`src/rtl/register_file.sv`:
```
// RV32I integer register file: 32 x XLEN registers, x0 hardwired to zero,
// two combinational read ports plus a debug port, all with write-through bypass.
module register_file #(
    parameter int XLEN      = 32,
    parameter int REG_COUNT = 32,
    parameter int ADDR_W    = 5
) (
    input  logic              clk_i,
    input  logic              rst_ni,
    input  logic [ADDR_W-1:0] a1_i,
    input  logic [ADDR_W-1:0] a2_i,
    input  logic [ADDR_W-1:0] a3_i,
    input  logic              we3_i,
    input  logic [XLEN-1:0]   wd3_i,
    input  logic [ADDR_W-1:0] dbg_a_i,
    output logic [XLEN-1:0]   rd1_o,
    output logic [XLEN-1:0]   rd2_o,
    output logic [XLEN-1:0]   dbg_rd_o
);

    // x0 has no storage; only x1..x(REG_COUNT-1) are flops.
    logic [XLEN-1:0] regs [1:REG_COUNT-1];

    logic write_active;
    assign write_active = rst_ni && we3_i && (a3_i != '0);

    always_ff @(posedge clk_i or negedge rst_ni) begin
        if (!rst_ni) begin
            for (int i = 1; i < REG_COUNT; i++) begin
                regs[i] <= '0;
            end
        end else if (we3_i && (a3_i != '0)) begin
            regs[a3_i] <= wd3_i;
        end
    end

    // Port 0 = rs1, port 1 = rs2, port 2 = debug; all share the same read/bypass rule.
    logic [ADDR_W-1:0] rd_addr [3];
    logic [XLEN-1:0]   rd_data [3];

    assign rd_addr[0] = a1_i;
    assign rd_addr[1] = a2_i;
    assign rd_addr[2] = dbg_a_i;

    always_comb begin
        for (int p = 0; p < 3; p++) begin
            rd_data[p] = '0;
            if (rst_ni && (rd_addr[p] != '0)) begin
                if (write_active && (rd_addr[p] == a3_i)) begin
                    rd_data[p] = wd3_i;
                end else begin
                    rd_data[p] = regs[rd_addr[p]];
                end
            end
        end
    end

    assign rd1_o    = rd_data[0];
    assign rd2_o    = rd_data[1];
    assign dbg_rd_o = rd_data[2];

endmodule

```
`config.mk`:
```
export PLATFORM = sky130hd
export DESIGN_NAME = register_file
export DESIGN_NICKNAME = d
export VERILOG_FILES = /design/src/rtl/register_file.sv
export SDC_FILE = /design/constraint.sdc
export NUM_CORES = 2
export LEC_CHECK = 0
export ABC_AREA = 1
export CELL_PAD_IN_SITES_DETAIL_PLACEMENT = 1
export CELL_PAD_IN_SITES_GLOBAL_PLACEMENT = 2
export CORE_UTILIZATION = 35
export DETAILED_ROUTE_END_ITERATION = 8
export HOLD_SLACK_MARGIN = 0.02
export PLACE_DENSITY = 0.91
export REMOVE_ABC_BUFFERS = 1
export SETUP_SLACK_MARGIN = 0.5
export SYNTH_ARGS = -nofsm -noshare
export SYNTH_HDL_FRONTEND = slang
export SYNTH_SLANG_ARGS = --single-unit
```
`constraint.sdc`:
```
create_clock -name clk_i -period 2.3 [get_ports clk_i]
set_input_delay 0.46 -clock clk_i [delete_from_list [all_inputs] [get_ports clk_i]]
set_output_delay 0.46 -clock clk_i [all_outputs]
set_load 0.01 [all_outputs]
```
==> results_dict.tcl <==
set metrics [dict create \
    ys_seq_area_share_pct 37.2 \
    first_pass_iters 6 \
    power_uw 65000 \
    cts_buffer_depth 3 \
    yosys_warnings 0 \
    routed-via-count 86400 \
    yosysMostFrequentCell "nand2_1" \
    fin_ws_ns -0.621 \
    area_delta_synth_final_pct 34.0 \
    path_clk_slew_ns 0.06 \
    drv_cap 0 \
    layout.nets 11100 \
    worstPathArrival_ns 2.46 \
    grt_max_degree 169 \
    netlist_top_cells_area "dfrtp_1, nand2_1, nand3_1" \
    failed_checks "setup timing" \
    largest_reg_flops 992 \
    synth_edf_count 0 \
    cts_tree "built" \
    pin_count 151 \
    drive_gt1_share_pct 20.5 \
    power_leakage_uw 0.0423 \
    dpl_worst_slack_ns -1.38 \
    cp.required_ns 1.84 \
    synthTopCellsByCount "nand2_1, nand3_1, o21ai_0" \
    grt_pass1_wl_um 586000 \
    core_um2 189000 \
    register_area_um2 24800 \
    worstSkewPairLatency_ns 0.82 \
    hold_viol_final 0 \
    timing.final.crit_share_pct 127 \
    netlist_instances 10500 \
    rows 159 \
    yosysUniqueCellTypes 30 \
    rsz0062_at_grt "yes" \
    avgViaCountPerCell 6.35 \
    grt_overflow_total 0 \
    slew_headroom_pct 25.7 \
    synth.avg_cell_area_um2 6.38 \
    dp_hpwl_um 255000 \
    top_register "regs" \
    tightest_slew_ns 1.11 \
    die_area_um2 192000 \
    fmax_mhz 342 \
    cts.sinks 992 \
    place.gp.congestion 0.985 \
    synth-seq-cells 992 \
    path_class "in2out" \
    end_kind "primary output" \
    antenna_found_initial 16 \
    grt.total_usage_pct 40.9 \
    hp-class "in2async" \
    wl_per_cell_um 30.3 \
    top_regs "regs (992)" \
    ant_nets 0 \
    die_x_um 439 \
    setup_viol_count_final 96 \
    multi_input_area_um2 38200 \
    utilization_pct 47.4 \
    drt_iter0_markers 12300 \
    cts-root-buf "clkbuf_16" \
    power.density_nw_per_um2 727 \
    synth_flop_cell "dfrtp_1" \
    final.setup_skew_ns 0 \
    min_period_ns 2.92 \
    htreeDepth 4 \
    vdd_drop_max_mv 0.847 \
    cts_made_buffers 130 \
    synth_top_area_share_pct 37.2 \
    fin_area_um2 89400 \
    n_fill_cell 23600 \
    wl_um 413000 \
    cp-start-kind "primary input" \
    syn_area_um2 66700 \
    grt_pass1_vias 86700 \
    ys_async_sr_fraction_pct 100 \
    place_area_um2 78700 \
    path_max_fanout 6 \
    dieHeight_um 439 \
    start_util_pct 35.4 \
    synth.largest_area_cell "dfrtp_1" \
    numPortBuffers 150 \
    status "finished with violations" \
    drc 0 \
    fin_setup_tns_ns -46.75 \
    slew_viol_final 0 \
]
-- where the power goes --
| group | total [uW] | switching (uW) | internal (uW) |
|---|---|---|---|
| sequential | 24100 | 3140 | 20900 |
| combinational | 19800 | 12600 | 7200 |
| clock | 21200 | 9040 | 12200 |
| total | 65000 | 24700 | 40300 |
-- layout make-up --
type / count / share of cell area, %
multi-input cells: 7739 / 42.8
flip-flops and latches: 992 / 27.8
repair buffers: 1321 / 17.7
clock buffers: 191 / 4.26
inverters: 820 / 3.54
well taps: 2495 / 3.49
clock inverters: 38 / 0.483
diodes: 6 / 0.0168
-- kinds of logic (layout without fill, tap and decap cells) --
| kind of cell | count (synthesis) | after routing | share of synthesized area, % |
|---|---|---|---|
| xor gates and xnor gates | 11 | 11 | 0.144 |
| AOI/OAI and AO/OA | 2062 | 2062 | 17.1 |
| buffers and inverters | 1723 | 2370 | 10.2 |
| and+or+nand+nor | 5666 | 5666 | 35.4 |
| other | 0 | 6 | 0 |
| DFF | 992 | 992 | 37.2 |
-- placed cells by master, fill, tap and decap left out, types with 11 or more instances in the layout --
master | Yosys | layout
nand3_2 | 0 | 233
nand2_2 | 10 | 131
clkinv_2 | 0 | 20
nor2_1 | 472 | 427
buf_2 | 258 | 82
nand3_1 | 1559 | 1311
o21ai_2 | 0 | 13
buf_6 | 0 | 97
nor3_1 | 18 | 13
clkbuf_8 | 0 | 28
or2_4 | 0 | 20
inv_2 | 17 | 91
o21ai_1 | 76 | 110
clkbuf_1 | 526 | 31
nand2_4 | 0 | 46
a21oi_1 | 461 | 360
inv_1 | 795 | 707
buf_16 | 0 | 37
o21bai_1 | 30 | 23
clkdlybuf4s50_1 | 0 | 32
nand3_4 | 0 | 15
o211ai_1 | 382 | 382
a21oi_2 | 0 | 95
nor2_2 | 5 | 40
nor3_2 | 7 | 12
buf_4 | 1 | 677
nor2_4 | 6 | 16
clkbuf_16 | 0 | 144
o21ai_4 | 0 | 12
or2_2 | 34 | 14
buf_8 | 0 | 26
nand4_1 | 39 | 39
inv_6 | 0 | 11
dfrtp_1 | 992 | 990
nand2_1 | 3513 | 3343
buf_12 | 0 | 347
o21ai_0 | 1092 | 1033
-- worst max-delay path: stages --
cell and delay [ns]:
buf_6 0.22, buf_12 0.18, xnor2_4 0.12, nand3_2 0.12, nor3_2 0.23, buf_4 0.20, nand2_8 0.11, buf_16 0.17
buf_16 0.17, buf_6 0.14, o21bai_4 0.11, a21oi_2 0.04, buf_2 0.14
-- worst paths after layout --
check / depth (start not counted) / start / end / slack, ns
setup / recovery: 13 / dbg_a_i[2] / dbg_rd_o[0] / -0.62
hold / removal: 3 / rst_ni / regs[328]$_DFFE_PN0P_ / 0.03
setup reg to reg: 3 / regs[830]$_DFFE_PN0P_ / regs[830]$_DFFE_PN0P_ / 1.24
hold reg to reg: 2 / regs[172]$_DFFE_PN0P_ / regs[172]$_DFFE_PN0P_ / 0.48
max in group asynchronous: 4 / rst_ni / regs[569]$_DFFE_PN0P_ / 0.60
min in group clk_i: 3 / wd3_i[2] / regs[66]$_DFFE_PN0P_ / 0.40
-- routing by layer --
metal	wire length [um]	track usage, %	vias up
li1	-	-	35200
met1	149000	49.7	42700
met2	172000	60.3	6370
met3	52700	11.9	2128
met4	39000	33.0	10
met5	76	0	-
-- repair_timing --
item / 4_1_cts / 5_1_grt
hold buffers: 5 / 4
setup buffers: 154 / 58
setup endpoints to repair: 345 / 304
gates resized for setup: 1075 / 385
pin swaps: 259 / 228
endpoints found under the hold margin: 115 / 23
gates cloned: 20 / 14
-- stage by stage --
step / std cells / hold WS [ns]
2_1_floorplan: 9551 / 0.164
3_3_place_gp: 13100 / 0.443
3_5_place_dp: 13100 / 0.437
4_1_cts: 13500 / -0.0526
5_1_grt: 13600 / 0.0813
6_report: 13600 / 0.0254
(Power assumes the default switching activity.)
